===== src/rtl/draw_sprite_if.sv =====
// VGA stream bundle shared by the background and overlay stages.
// The 'in' modport is for a consumer of the stream and the 'out' modport is for its producer.
interface vga_if;
  logic [10:0] vcount;
  logic        vsync;
  logic        vblnk;
  logic [10:0] hcount;
  logic        hsync;
  logic        hblnk;
  logic [11:0] rgb;

  modport in  (input  vcount, vsync, vblnk, hcount, hsync, hblnk, rgb);
  modport out (output vcount, vsync, vblnk, hcount, hsync, hblnk, rgb);
endinterface


===== src/rtl/draw_sprite.sv =====
// Two-stage sprite overlay: stage 1 tests the box and issues the ROM address,
// stage 2 merges ROM colour over the background. Position updates apply only at vblank start.
module draw_sprite #(
  parameter int          SPRITE_W    = 48,
  parameter int          SPRITE_H    = 64,
  parameter logic [11:0] TRANSPARENT = 12'hF0F,
  localparam int         ADDR_W      = $clog2(SPRITE_W * SPRITE_H)
) (
  input  logic              clk,
  input  logic              rst,
  vga_if.in                 vga_in,
  vga_if.out                vga_out,
  input  logic [10:0]       xpos_in,
  input  logic [10:0]       ypos_in,
  input  logic              pos_valid,
  output logic [ADDR_W-1:0] rom_addr,
  input  logic [11:0]       rom_data
);

  logic [10:0] pend_x, pend_y;
  logic [10:0] act_x, act_y;
  logic        prev_vblnk;
  logic        vblnk_rise;

  assign vblnk_rise = vga_in.vblnk && !prev_vblnk;

  // A strobe that lands on the vblank edge takes effect immediately instead of waiting a frame.
  always_ff @(posedge clk) begin
    if (rst) begin
      pend_x     <= '0;
      pend_y     <= '0;
      act_x      <= '0;
      act_y      <= '0;
      prev_vblnk <= 1'b0;
    end else begin
      prev_vblnk <= vga_in.vblnk;
      if (pos_valid) begin
        pend_x <= xpos_in;
        pend_y <= ypos_in;
      end
      if (vblnk_rise) begin
        act_x <= pos_valid ? xpos_in : pend_x;
        act_y <= pos_valid ? ypos_in : pend_y;
      end
    end
  end

  // Box bounds at 12 bits so act + size never wraps past 2047.
  logic [11:0]       h12, v12, x12, y12, dx, dy;
  logic              in_box;
  logic [ADDR_W-1:0] addr_next;

  always_comb begin
    h12 = {1'b0, vga_in.hcount};
    v12 = {1'b0, vga_in.vcount};
    x12 = {1'b0, act_x};
    y12 = {1'b0, act_y};
    dx  = h12 - x12;
    dy  = v12 - y12;
    in_box = !vga_in.hblnk && !vga_in.vblnk &&
             (h12 >= x12) && (h12 < x12 + 12'(SPRITE_W)) &&
             (v12 >= y12) && (v12 < y12 + 12'(SPRITE_H));
    addr_next = '0;
    if (in_box)
      addr_next = ADDR_W'(dy) * ADDR_W'(SPRITE_W) + ADDR_W'(dx);
  end

  logic        in_box_d;
  logic [10:0] vcount_d, hcount_d;
  logic        vsync_d, vblnk_d, hsync_d, hblnk_d;
  logic [11:0] rgb_d;

  always_ff @(posedge clk) begin
    if (rst) begin
      rom_addr <= '0;
      in_box_d <= 1'b0;
      vcount_d <= '0;
      vsync_d  <= 1'b0;
      vblnk_d  <= 1'b0;
      hcount_d <= '0;
      hsync_d  <= 1'b0;
      hblnk_d  <= 1'b0;
      rgb_d    <= '0;
    end else begin
      rom_addr <= addr_next;
      in_box_d <= in_box;
      vcount_d <= vga_in.vcount;
      vsync_d  <= vga_in.vsync;
      vblnk_d  <= vga_in.vblnk;
      hcount_d <= vga_in.hcount;
      hsync_d  <= vga_in.hsync;
      hblnk_d  <= vga_in.hblnk;
      rgb_d    <= vga_in.rgb;
    end
  end

  // rom_data here answers the address registered on the previous edge.
  always_ff @(posedge clk) begin
    if (rst) begin
      vga_out.vcount <= '0;
      vga_out.vsync  <= 1'b0;
      vga_out.vblnk  <= 1'b0;
      vga_out.hcount <= '0;
      vga_out.hsync  <= 1'b0;
      vga_out.hblnk  <= 1'b0;
      vga_out.rgb    <= '0;
    end else begin
      vga_out.vcount <= vcount_d;
      vga_out.vsync  <= vsync_d;
      vga_out.vblnk  <= vblnk_d;
      vga_out.hcount <= hcount_d;
      vga_out.hsync  <= hsync_d;
      vga_out.hblnk  <= hblnk_d;
      vga_out.rgb    <= (in_box_d && rom_data != TRANSPARENT) ? rom_data : rgb_d;
    end
  end

endmodule


===== src/flat_wrapper.sv =====
// flat-port wrapper written by rule: the top's interface ports become plain ports
module draw_sprite_flat 
#(
  parameter int          SPRITE_W    = 48,
  parameter int          SPRITE_H    = 64,
  parameter logic [11:0] TRANSPARENT = 12'hF0F,
  localparam int         ADDR_W      = $clog2(SPRITE_W * SPRITE_H)
)
  (clk, rst, xpos_in, ypos_in, pos_valid, rom_addr, rom_data, vga_in_vcount, vga_in_vsync, vga_in_vblnk, vga_in_hcount, vga_in_hsync, vga_in_hblnk, vga_in_rgb, vga_out_vcount, vga_out_vsync, vga_out_vblnk, vga_out_hcount, vga_out_hsync, vga_out_hblnk, vga_out_rgb);
  vga_if vga_in_i ();
  vga_if vga_out_i ();
  input  logic clk;
  input  logic rst;
  input  logic [10:0] xpos_in;
  input  logic [10:0] ypos_in;
  input  logic pos_valid;
  output logic [ADDR_W-1:0] rom_addr;
  input  logic [11:0] rom_data;
  input wire logic [$bits(vga_in_i.vcount)-1:0] vga_in_vcount;
  input wire logic [$bits(vga_in_i.vsync)-1:0] vga_in_vsync;
  input wire logic [$bits(vga_in_i.vblnk)-1:0] vga_in_vblnk;
  input wire logic [$bits(vga_in_i.hcount)-1:0] vga_in_hcount;
  input wire logic [$bits(vga_in_i.hsync)-1:0] vga_in_hsync;
  input wire logic [$bits(vga_in_i.hblnk)-1:0] vga_in_hblnk;
  input wire logic [$bits(vga_in_i.rgb)-1:0] vga_in_rgb;
  output wire logic [$bits(vga_out_i.vcount)-1:0] vga_out_vcount;
  output wire logic [$bits(vga_out_i.vsync)-1:0] vga_out_vsync;
  output wire logic [$bits(vga_out_i.vblnk)-1:0] vga_out_vblnk;
  output wire logic [$bits(vga_out_i.hcount)-1:0] vga_out_hcount;
  output wire logic [$bits(vga_out_i.hsync)-1:0] vga_out_hsync;
  output wire logic [$bits(vga_out_i.hblnk)-1:0] vga_out_hblnk;
  output wire logic [$bits(vga_out_i.rgb)-1:0] vga_out_rgb;
  assign vga_in_i.vcount = vga_in_vcount;
  assign vga_in_i.vsync = vga_in_vsync;
  assign vga_in_i.vblnk = vga_in_vblnk;
  assign vga_in_i.hcount = vga_in_hcount;
  assign vga_in_i.hsync = vga_in_hsync;
  assign vga_in_i.hblnk = vga_in_hblnk;
  assign vga_in_i.rgb = vga_in_rgb;
  assign vga_out_vcount = vga_out_i.vcount;
  assign vga_out_vsync = vga_out_i.vsync;
  assign vga_out_vblnk = vga_out_i.vblnk;
  assign vga_out_hcount = vga_out_i.hcount;
  assign vga_out_hsync = vga_out_i.hsync;
  assign vga_out_hblnk = vga_out_i.hblnk;
  assign vga_out_rgb = vga_out_i.rgb;
  draw_sprite #(.SPRITE_W(SPRITE_W), .SPRITE_H(SPRITE_H), .TRANSPARENT(TRANSPARENT)) u_core (.clk(clk), .rst(rst), .vga_in(vga_in_i), .vga_out(vga_out_i), .xpos_in(xpos_in), .ypos_in(ypos_in), .pos_valid(pos_valid), .rom_addr(rom_addr), .rom_data(rom_data));
endmodule

===== config.mk =====
export PLATFORM = sky130hd
export DESIGN_NAME = draw_sprite_flat
export DESIGN_NICKNAME = d
export VERILOG_FILES = /design/src/rtl/draw_sprite_if.sv /design/src/rtl/draw_sprite.sv /design/src/flat_wrapper.sv
export SDC_FILE = /design/constraint.sdc
export NUM_CORES = 1
export LEC_CHECK = 0
export CORE_ASPECT_RATIO = 0.9
export CORE_MARGIN = 8
export CORE_UTILIZATION = 46
export DETAILED_ROUTE_END_ITERATION = 8
export PLACE_DENSITY = 0.76
export RECOVER_POWER = 100
export REMOVE_ABC_BUFFERS = 1
export SETUP_SLACK_MARGIN = 0.02
export SLEW_MARGIN = 20
export SYNTH_ARGS = -nofsm -noshare
export SYNTH_HDL_FRONTEND = slang
export SYNTH_SLANG_ARGS = --single-unit

===== constraint.sdc =====
create_clock -name clk -period 4.7 [get_ports clk]
set_input_delay 0.94 -clock clk [delete_from_list [all_inputs] [get_ports clk]]
set_output_delay 0.94 -clock clk [all_outputs]
set_load 0.02 [all_outputs]

==> impl_results.rst <==
.. list-table::
   :header-rows: 1

   * - Metric
     - Value
   * - Clock tree from TritonCTS
     - built
   * - Core box area
     - 12600 sq um
   * - H-tree levels
     - 4
   * - Critical path class
     - in2reg
   * - Number of clock buffers inserted by TritonCTS
     - 17
   * - Worst hold stages
     - 1
   * - Detailed placement HPWL
     - 10500 um
   * - Share of the synthesized netlist area taken by xor and xnor gates
     - 0.0362
   * - Max clock buf depth
     - 2
   * - Count of fill cells added during filler insertion
     - 1029
   * - Outcome
     - finished with violations
   * - Overall routed net length
     - 13700 um
   * - Max-cap check violation count
     - 1
   * - RSZ-0062 raised after global routing
     - no
   * - Final period demand of the worst path
     - approximately 4500 ps
   * - Effective utilization at floorplan
     - 0.470
   * - Maximum number of pins on one net before global-route repair
     - 77
   * - Nets
     - 878
   * - Setup WS post-layout
     - 159 ps
   * - Share of the synthesized area in compound gates (AO/OA/AOI/OAI)
     - 0.104
   * - Post-layout util
     - 0.637
   * - Worst hold path type
     - reg2reg
   * - Final Setup Violations
     - 0
   * - Rows
     - 39
   * - Setup crit end kind
     - flop
   * - Number of cell instances on the worst register-to-register path
     - 18
   * - Die span in x
     - 136 um
   * - Cell at the root of the clock tree
     - clkbuf_16
   * - Static leakage
     - roughly 3.6 nW
   * - Adder and majority gate portion of the synthesized area
     - 0.153
   * - Clock latency on the worst-skew pair
     - between 400 and 500 ps
   * - Initial DRC Count
     - around 210
   * - GRT Util Overall
     - 0.168
   * - Crit path max fanout
     - 2
   * - Worst-case setup slack after placement
     - -393 ps
   * - Violated checks
     - capacitance limit, slew limit
   * - Max frequency
     - 220 MHz
   * - Number of enable flip-flop cells after synthesis
     - 0
   * - Final weighted congestion of routability-driven global placement
     - between 0.9 and 1
   * - First-pass detailed-route iteration total
     - 4
   * - Global-route wire length before repair
     - 22300 um
   * - Initial antenna violation count
     - 0
   * - Vias
     - 4486
   * - Cell area after synthesis
     - 5940 sq um
   * - DR WL/cell
     - 14.9 um
   * - Antenna-violating nets left
     - 0
   * - Count of cell types in the netlist
     - 53
   * - Worst Tran Pin Value
     - 1890 ps
   * - Multiplexer fraction of the synthesized cell area
     - 0.0522
   * - Largest area contributor in the synthesized netlist
     - dfxtp_1
   * - Share of the synthesized area in the top cell type
     - 0.448
   * - Layout overhead on the synthesized area
     - 35.5%
   * - Top flip-flop cell by instance count after synthesis
     - dfxtp_1
   * - Total count of max-transition violations in the final report
     - 47
   * - Mean Syn Cell Area
     - 9.94 sq um
   * - Number of synthesized register bits
     - 133
   * - Yosys warnings
     - 0
   * - Arrival time of the worst setup path
     - 4840 ps
   * - Via count of the first global-routing pass
     - 4684
   * - Residual DRC
     - 0
   * - Worst-case headroom to the max-slew limit
     - -0.260
   * - Layout cell share with drive strength beyond 1
     - 0.0907
   * - Power per cell area
     - 443 nW/um^2
   * - Final Skew
     - 5.40 ps
   * - Final Cycle Share
     - 0.966
   * - Share of synthesized flip-flops with an asynchronous set or reset
     - 0
   * - Portion of the post-synthesis area used by sequential elements
     - 0.448
   * - Gate count of the mapped netlist
     - 598
   * - Kind of start point of the critical path
     - input port
   * - Synthesized-area fraction occupied by and/or/nand/nor cells
     - 0.157
   * - Biggest area contributors in the synthesized netlist
     - dfxtp_1, ha_1, nor2b_1
   * - Remaining global-route overflow
     - 0
   * - Num Clock Sinks
     - between 100 and 150
   * - Final antenna diode count
     - 0
   * - Count of port buffers added during placement
     - 124
   * - Fin Hold WS
     - 432 ps
   * - Count of endpoints failing hold in the final timing report
     - 0
   * - Avg Vias per Cell
     - 4.91
   * - Peak supply drop
     - 301 uV
   * - I/O pin cnt
     - 125
   * - Vertical die dimension
     - 124 um
   * - Main combinational cell family by area after synthesis
     - simple AND/OR/NAND/NOR gates
   * - Clock slew at the register clock pins of the worst setup and hold paths
     - 50 ps
   * - Number of standard cells in the final layout excluding fillers
     - 914
   * - Area of the die
     - 16800 sq um
   * - Number of cells after detailed placement
     - 883
   * - Critical path required time
     - 5000 ps
[cell type report]
class	count	area (sq um)	area share
multi-input combinational	389	3050	0.379
clock inverter	9	78.8	0.00979
inverter	53	199	0.0247
sequential	133	2660	0.331
tap	164	205	0.0255
timing repair buffer	144	1380	0.172
clock buffer	22	474	0.0589
[synthesized netlist by cell type, types with 2 or more instances]
cell,count
dfxtp_1,133
nor2_1,81
nor2b_1,61
inv_1,53
ha_1,52
mux2i_1,31
a211oi_1,23
clkbuf_1,19
xnor2_1,16
a21oi_1,14
fa_1,13
o21a_1,11
o21ai_0,11
nand2_1,10
nor3_1,8
a21o_1,6
xor2_1,6
nand4_1,4
a2111oi_0,3
a31oi_1,2
buf_1,2
nand4b_1,2
o2111ai_1,2
o21bai_1,2
o221ai_1,2
o22ai_1,2
o31ai_1,2
or3_1,2
[metal layers]
metal / GRT usage / vias to the layer above / share of wire / wire length [um]
met1: 0.198 / 2063 / 0.45 / 6100
met4: 0.0804 / 0 / 0.023 / 314
met5: 0 / - / 0 / 0
li1: - / 2282 / - / -
met2: 0.274 / 119 / 0.46 / 6320
met3: 0.0520 / 22 / 0.067 / 921
[worst max-delay path, stage by stage]
cell and delay (ps):
clkdlybuf4s50_1 460, inv_1 50, ha_1 220, fa_2 430
inv_1 90, ha_2 190, inv_1 60, fa_2 510
inv_1 50, fa_1 540, ha_4 220, o21a_1 190
o21ai_2 130, a21oi_1 50, or2_2 300, a31oi_2 200
xnor2_1 150, nor2_1 60
[logic make-up after synthesis]
family,Yosys count
adders and majority gates,65
xor gates and xnor gates,23
and+or+nand+nor,181
DFF,133
AOI/OAI and AO/OA,89
buffers and inverters,76
muxes,31
[sequential cells by signal, summed over array words and instances (netlist names), 11 cells and up]
signal	flops
u_core.rom_addr	12
u_core.act_y	11
u_core.vcount_d	11
u_core.vga_out.rgb	12
u_core.vga_out.vcount	11
u_core.pend_y	11
u_core.pend_x	11
u_core.vga_out.hcount	11
u_core.rgb_d	12
u_core.act_x	11
u_core.hcount_d	11
[final timing paths]
path	start	endpoint	slack (ps)
hold / removal	u_core.hcount_d[0]$_SDFF_PP0_	u_core.vga_out.hcount[0]$_SDFF_PP0_	430
setup / recovery	vga_in_vcount[0]	u_core.rom_addr[11]$_SDFF_PP0_	160
hold reg to reg	u_core.hcount_d[0]$_SDFF_PP0_	u_core.vga_out.hcount[0]$_SDFF_PP0_	430
setup reg to reg	u_core.act_y[1]$_SDFFE_PP0P_	u_core.rom_addr[11]$_SDFF_PP0_	820
[timing repair]
item | CTS | global route
setup endpoints to repair | 0 | 3
endpoints found under the hold margin | 0 | 0
resized for setup | 0 | 11
buffers inserted | 0 | 0
hold buffers | 0 | 0
[cell usage in the layout (no fill, tap or decap), drive strengths merged, types with 9 or more instances in the layout]
master,instances
inv,53
fa,13
a21oi,14
nor2,82
nand2,10
dfxtp,133
o21ai,12
dlygate4sd3,50
buf,19
nor3,9
a211oi,23
clkdlybuf4s50,73
xnor2,16
clkbuf,24
nor2b,62
o21a,11
mux2i,31
ha,52
[power by group]
group / total, mW / switching (mW) / internal [mW]
combinational: 1.14 / 0.560 / 0.582
sequential: 1.21 / 0.0270 / 1.19
clock: 1.21 / 0.447 / 0.760
total: 3.56 / 1.03 / 2.53
[per-stage QoR]
step | TNS (ps) | total power [mW] | cell area (sq um)
global placement | -507 | 2.25 | 7460
global route | 0 | 3.78 | 8050
detailed placement | -827 | 2.32 | 7460
floorplan | 0 | 1.91 | 5850
finish | 0 | 3.56 | 8050
CTS | 0 | 3.55 | 8020
Power figures use the tool's default switching activity.
